--- src/rtl/flit_mux_rr.sv ---
// flit_mux_rr: parametrised N:1 wormhole flit multiplexer for the router output stage.
// Each packet is a HEAD..TAIL sequence. A packet is granted from IDLE, either
// round-robin or by an external select. The output then stays locked to that port
// until its TAIL has been transferred, so packets are never interleaved.
// The output is registered and uses valid/ready backpressure.
//
// Ports:
//   clk, rst            clock; reset is synchronous and active-high
//   idata/ivalid/ivch   per-port flit, valid and VC id (port p at [p*W +: W])
//   iready              flit on port p is consumed this cycle (combinational)
//   ext_mode/ext_sel    1: grant ext_sel instead of round-robin (used only in IDLE)
//   odata/ovalid/ovch   registered output flit, valid and VC id
//   oready              downstream accepts the output this cycle
//   lock_port           port that currently owns the output
//   busy                high while a packet holds the lock
//   err                 sticky protocol error (stray HEAD or empty flit inside a packet)

// Per-port decode of the flit type field.
module flit_mux_rr_lane #(
  parameter int DATAW = 66
) (
  input  logic [DATAW-1:0] flit,
  input  logic             vld,
  output logic [1:0]       ftype,
  output logic             head_req
);
  assign ftype    = flit[DATAW-1 -: 2];
  assign head_req = vld & (ftype == 2'b01);
endmodule

module flit_mux_rr #(
  parameter  int NPORT = 2,
  parameter  int DATAW = 66,
  parameter  int VCHW  = 1,
  localparam int SELW  = $clog2(NPORT)
) (
  input  logic                   clk,
  input  logic                   rst,
  input  logic [NPORT*DATAW-1:0] idata,
  input  logic [NPORT-1:0]       ivalid,
  input  logic [NPORT*VCHW-1:0]  ivch,
  output logic [NPORT-1:0]       iready,
  input  logic                   ext_mode,
  input  logic [SELW-1:0]        ext_sel,
  output logic [DATAW-1:0]       odata,
  output logic                   ovalid,
  output logic [VCHW-1:0]        ovch,
  input  logic                   oready,
  output logic [SELW-1:0]        lock_port,
  output logic                   busy,
  output logic                   err
);
  localparam logic [1:0] T_NONE = 2'b00, T_HEAD = 2'b01, T_DATA = 2'b10, T_TAIL = 2'b11;
  localparam int NPAD = 1 << SELW;

  typedef enum logic {IDLE, LOCKED} state_t;

  state_t                       state, state_n;
  logic [SELW-1:0]              ptr;
  logic [NPORT-1:0][DATAW-1:0]  din;
  logic [NPORT-1:0][VCHW-1:0]   vin;
  logic [NPORT-1:0][1:0]        ftype;
  logic [NPORT-1:0]             head_req;
  logic [NPAD-1:0]              head_pad;
  logic                         rr_hit, adv, xfer, set_err, tail_done;
  logic [SELW-1:0]              rr_gnt, sel;

  assign din  = idata;
  assign vin  = ivch;
  assign adv  = !ovalid | oready;
  assign busy = (state == LOCKED);

  for (genvar p = 0; p < NPORT; p++) begin : g_lane
    flit_mux_rr_lane #(.DATAW(DATAW)) u_lane (
      .flit     (din[p]),
      .vld      (ivalid[p]),
      .ftype    (ftype[p]),
      .head_req (head_req[p])
    );
  end

  // Zero-padded so an out-of-range ext_sel simply selects "no candidate".
  always_comb begin
    head_pad           = '0;
    head_pad[NPORT-1:0] = head_req;
  end

  function automatic logic [SELW-1:0] wrap_add(input logic [SELW-1:0] a, input int k);
    int s;
    s = int'(a) + k;
    if (s >= NPORT) s = s - NPORT;
    return SELW'(s);
  endfunction

  // First HEAD at/after ptr; scanning downwards lets the lowest offset win.
  always_comb begin
    rr_hit = 1'b0;
    rr_gnt = '0;
    for (int k = NPORT - 1; k >= 0; k--) begin
      if (head_req[wrap_add(ptr, k)]) begin
        rr_hit = 1'b1;
        rr_gnt = wrap_add(ptr, k);
      end
    end
  end

  always_comb begin
    state_n   = state;
    iready    = '0;
    xfer      = 1'b0;
    set_err   = 1'b0;
    tail_done = 1'b0;
    sel       = lock_port;
    unique case (state)
      IDLE: begin
        if (ext_mode ? head_pad[ext_sel] : rr_hit) begin
          sel = ext_mode ? ext_sel : rr_gnt;
          if (adv) begin
            iready[sel] = 1'b1;
            xfer        = 1'b1;
            state_n     = LOCKED;
          end
        end
      end
      LOCKED: begin
        if (ivalid[lock_port] && adv) begin
          iready[lock_port] = 1'b1;
          unique case (ftype[lock_port])
            T_NONE: set_err = 1'b1;                      // consumed and dropped
            T_HEAD: begin xfer = 1'b1; set_err = 1'b1; end
            T_DATA: xfer = 1'b1;
            T_TAIL: begin xfer = 1'b1; tail_done = 1'b1; state_n = IDLE; end
          endcase
        end
      end
    endcase
  end

  always_ff @(posedge clk) begin
    if (rst) begin
      state     <= IDLE;
      ptr       <= '0;
      odata     <= '0;
      ovalid    <= 1'b0;
      ovch      <= '0;
      lock_port <= '0;
      err       <= 1'b0;
    end else begin
      state <= state_n;
      if (set_err) err <= 1'b1;
      if (state == IDLE && xfer) lock_port <= sel;
      if (tail_done && !ext_mode) ptr <= wrap_add(lock_port, 1);
      if (adv) begin
        ovalid <= xfer;
        odata  <= din[sel];
        ovch   <= vin[sel];
      end
    end
  end
endmodule

--- config.mk ---
export PLATFORM = sky130hd
export DESIGN_NAME = flit_mux_rr
export DESIGN_NICKNAME = d
export VERILOG_FILES = /design/src/rtl/flit_mux_rr.sv
export SDC_FILE = /design/constraint.sdc
export NUM_CORES = 1
export LEC_CHECK = 0
export CELL_PAD_IN_SITES_DETAIL_PLACEMENT = 2
export CELL_PAD_IN_SITES_GLOBAL_PLACEMENT = 2
export CORE_UTILIZATION = 23
export DETAILED_ROUTE_END_ITERATION = 6
export GPL_TIMING_DRIVEN = 0
export PLACE_DENSITY_LB_ADDON = 0.1
export SYNTH_ARGS = -nofsm -noshare
export SYNTH_HDL_FRONTEND = slang
export SYNTH_SLANG_ARGS = --single-unit
--- constraint.sdc ---
create_clock -name clk -period 2.8 [get_ports clk]
set_input_delay 0.42 -clock clk [delete_from_list [all_inputs] [get_ports clk]]
set_output_delay 0.42 -clock clk [all_outputs]
set_load 0.02 [all_outputs]
# After elaboration in Yosys (flattened, before gate mapping)
# Cells that the tools add are included.
# totals
register_bits,72
inputBits,141
out_inout_bits,73
# op_classes
bitwise_logic,4
reduce_logical,10
add_sub_neg,5
n_mux,47
eq_ne,5
order_cmp,11
# op_table
cell,count
2-to-1 mux 66 bit,2
2-to-1 mux 1 bit,35
less-than comparator 1 x 2 -> 1 bit (second input constant),6
2-to-1 mux 2 bit,5
equality test 2 x 1 -> 1 bit (second input constant),3
logical AND 1 bit,5
adder 1 x 1 -> 2 bit (second input constant),2
equality test 2 bit (second input constant),2
greater-or-equal comparator 2 bit (second input constant),2
case mux 1 bit (2 select lines),2
case mux 2 bit (2 select lines),1
OR reduction 3 bit,1
subtractor 1 bit (second input constant),3
AND 1 bit,2
demux 1 bit (select 1 bit),2
greater-or-equal comparator 1 bit (second input constant),2
greater-or-equal comparator 1 x 2 -> 1 bit (second input constant),1
logical NOT 1 bit,2
logical NOT 2 bit,1
OR reduction 2 bit,1
NOT 1 bit,1
OR 1 bit,1

# Longest topological paths before layout
# logic_depth
word_depth,15
depth_mapped,8
depth_no_buf,4

# By module
# Synthesis repeated with hierarchy kept, for this count alone.
# hier_totals
hier_cells,353
area_unflattened_um2,3228.1
# by_module_without_submodules
module,instances,area_per_inst_um2,cells_each
flit_mux_rr,1,3180.6,347
flit_mux_rr_lane,2,23.8,3

# Worst setup path after synthesis
# OpenSTA, ideal clock, no wires.
# synth_path
path_type,input port to output port
start,input port ext_mode
end,output port iready[0]
stages,4
slack_ns,0.744
arrival_ns,1.636
n_path_buf,0
cell_sequence,nor2b_2 or3_1 a211o_1 o22ai_1
# synth_via
elab_chain_cells,8
elab_cells_between_ends,10
classes_between,order compare (2); mux (7); reduce/logical (1)
# synth_lines
item,line,text
"start, declared",43,"input logic ext_mode,"
2-to-1 mux 1 bit,117,sel = ext_mode ? ext_sel : rr_gnt;
less-than comparator 1 x 2 -> 1 bit (not written as such) / greater-or-equal comparator 1 bit (equally long branches),119,iready[sel] = 1'b1;
logical AND 1 bit (not written as such),119,
2-to-1 mux 1 bit (not written as such),119,
demux 1 bit (select 1 bit),119,
2-to-1 mux 2 bit,118,if (adv) begin
2-to-1 mux 2 bit (*),116,if (ext_mode ? head_pad[ext_sel] : rr_hit) begin
case mux 2 bit (2 select lines) (*),114,unique case (state)
"end, declared",42,"output logic [NPORT-1:0] iready,"
# Mark *: on every way between the ends. The rest lies on a longest branch, timed or not.

# Worst setup path after layout
# layout_path
start,input port idata[130]
end,output port iready[0]
# layout_via
elab_chain_cells,14
elab_cells_between_ends,22
classes_between,order compare (2); eq/ne (1); mux (17); bitwise (1); reduce/logical (1)
# layout_lines
item,line,text
"start, declared",39,"input logic [NPORT*DATAW-1:0] idata,"
equality test 2 x 1 -> 1 bit (*),28,assign head_req = vld & (ftype == 2'b01);
AND 1 bit (*),28,
2-to-1 mux 1 bit (not written as such) (2 in a row),100,"if (head_req[wrap_add(ptr, k)]) begin"
2-to-1 mux 1 bit (2 in a row),100,
2-to-1 mux 1 bit,117,
less-than comparator 1 x 2 -> 1 bit (not written as such) / greater-or-equal comparator 1 bit (equally long branches),119,
logical AND 1 bit (not written as such),119,
2-to-1 mux 1 bit (not written as such),119,
demux 1 bit (select 1 bit),119,
2-to-1 mux 2 bit,118,
2-to-1 mux 2 bit (*),116,
case mux 2 bit (2 select lines) (*),114,
# Mark *: on every way between the ends. The rest lies on a longest branch, timed or not. The select of a mux whose other input is x is not followed.

==> reports/metrics.yaml <==
outcome: "completed"
diodes: 0
hpwl_um: 13650
clk_latency_ns: 0.34
drc: 0
num_vias: 4619
async_reset_ff_share_pct: 0
finalSetupViolCount: 0
hold_path.class: "reg2reg"
post_dp_cell_area_um2: 6315
finalInstanceArea_um2: 6609
period_minus_slack_ns: 2.627
critPathCaptureType: "output port"
cap_violations: 0
ioPinCount: 214
cts_buffers: 9
ys_seq_area_share_pct: 36.79
clock_sinks: 72
netlist-cell-type-count: 40
dieHeight_um: 132.5
period_share_pct: 93.82
die_area_um2: 17560
grt_max_degree: 13
critical-path-slowest-cell: "clkdlybuf4s50_1"
whs_endpoint: "err$_SDFFE_PP0P_"
rsz0062_at_grt: "no"
hold_viol_final: 0
htree_levels: 3
synth_common_cells: "dfxtp_1, nor2_1, o21bai_1, a2111oi_0, a211oi_1"
num_rows: 47
drive_gt1_share_pct: 7.324
n_fill_cell: 1821
cts.path.max_buffers: 2
crit_chain: "clkdlybuf4s50_1 -> nand2_1 -> or3_1 -> a211o_1 -> o22ai_1 -> clkbuf_2"
die_w_um: 132.5
drt.antenna.violating_nets: 0
r2r_cells: 8
hold_start: "err$_SDFFE_PP0P_"
core_um2: 16580
min_path_cells: 2
cpPeakStageDelay_ns: 0.54
vdd_drop_max_v: 0.0003057
ys_seq_elements: 72
synth_top_area_share_pct: 36.79
start_util_pct: 23.62
ys.flop_type: "dfxtp_1"
postSynthCellCount: 442
yosysTopAreaCell: "dfxtp_1"
grt_pass1_vias: 5083
via_per_inst: 5.196
track_usage_pct: 20.65
final.setup.worst_slack_ns: 0.1729
reg2reg_slack_ns: 0.61
clock.fmax_mhz: 380.6
hold_ws_ns: 0.4817
fin_util_pct: 39.85
r2r-end: "odata[44]$_SDFFE_PP0N_"
cp_max_fo: 4
yosys_warnings: 0
final_nets: 805
slew_violations: 0
dr.pass1.iters: 4
synth-edff-count: 0
post-synth-top-count-cell: "dfxtp_1"
worstSetupPathType: "in2out"
wirelength_um: 18060
skew_ns: 0.005954
synth.avg_cell_area_um2: 8.863
power_leakage_nw: 2.234
synth.net_count: 583
drtIter0Drc: 134
crit_arrival_ns: 2.21
cts_tree: "yes"
slew_headroom_pct: 59.52
crit_start: "idata[130]"
grt_pass1_wl_um: 28250
portBuffers: 212
ctsHoldBuffers: 0
clk_pin_slew_ns: 0.06
p_per_area_nw_per_um2: 515.9
overflow: 0
cts-root-buf: "clkbuf_16"
start_kind: "input port"
final.setup.tns_ns: 0
post_drt_wl_per_cell_um: 20.31
post_cts_resized: 2
post-cts-setup-buffers: 0
crit_required_ns: 2.38
place_ws_ns: -0.2712
syn-cell-area_um2: 3918
gp_congestion: 0.7813
max_slew.worst_pin.slew_ns: 0.6073
synth_area_leaders: "dfxtp_1, a2111oi_0, o21bai_1"
antenna_found_initial: 0
area_delta_synth_final_pct: 68.70
[logic make-up (layout without fill, tap and decap cells)]
logic type	Yosys count	in the layout	synth area share (%)
buffers and inverters	62	289	7.697
and+or+nand+nor	87	87	10.16
muxes	3	3	0.7985
AOI/OAI and AO/OA	218	218	44.55
DFF	72	72	36.79
[worst max path at each step]
stage	to	slack, ns	cells past startpoint
finish	iready[0]	0.17	6
global route	iready[1]	0.11	6
floorplan	iready[0]	0.74	4
global placement	iready[0]	-0.26	6
CTS	iready[0]	0.006	6
detailed placement	iready[0]	-0.27	6
[worst max-delay path, delay by kind of cell]
| kind | cells | cell delay [ns] |
|---|---|---|
| buf+inv | 2 | 0.76 |
| compound gates | 2 | 0.48 |
| simple gates | 2 | 0.53 |
[through the flow]
step,power (mW),std cells
global route,3.575,889
detailed placement,2.240,874
floorplan,1.677,442
CTS,3.468,890
global placement,2.211,874
finish,3.409,889
[layer usage]
metal,share of wire [%],vias to the layer above,global-route usage (%)
met3,5.9,20,4.904
li1,-,2187,-
met2,49,149,35.70
met1,44,2263,25.15
met5,0,-,0
met4,1.6,0,6.513
[cells in the final DEF (no fill, tap or decap), drive strengths merged, types with 2 or more instances in the layout]
cell type,Yosys,layout
and3b,2,2
clkdlybuf4s50,0,210
a211o,2,2
nor2b,3,3
a21oi,3,3
a21o,2,2
nand2,4,4
clkbuf,41,53
a2111oi,68,68
buf,20,20
o21bai,67,67
mux2i,2,2
clkinv,0,2
clkinvlp,0,2
a211oi,68,68
dfxtp,72,72
nor2,70,70
[sequential cells by signal (all words and copies together) (netlist names), named ones only]
register and cells:
odata 66, busy 1, err 1, ovalid 1, ovch 1, ptr 1
[report_power, final]
group	internal [mW]	switching [mW]
sequential	1.13	0.0624
combinational	0.512	0.500
clock	0.735	0.465
[final cells by class]
type,count,area (um2),share of cell area (%)
clock buffer,11,252.7,3.824
sequential,72,1441,21.81
buffer,60,294.0,4.449
multi-input combinational,308,2175,32.90
inverter,1,3.754,0.05680
timing repair buffer,212,2112,31.96
tap,220,275.3,4.165
clock inverter,5,55.05,0.8330
No activity file was read; power rests on OpenSTA's default activity.
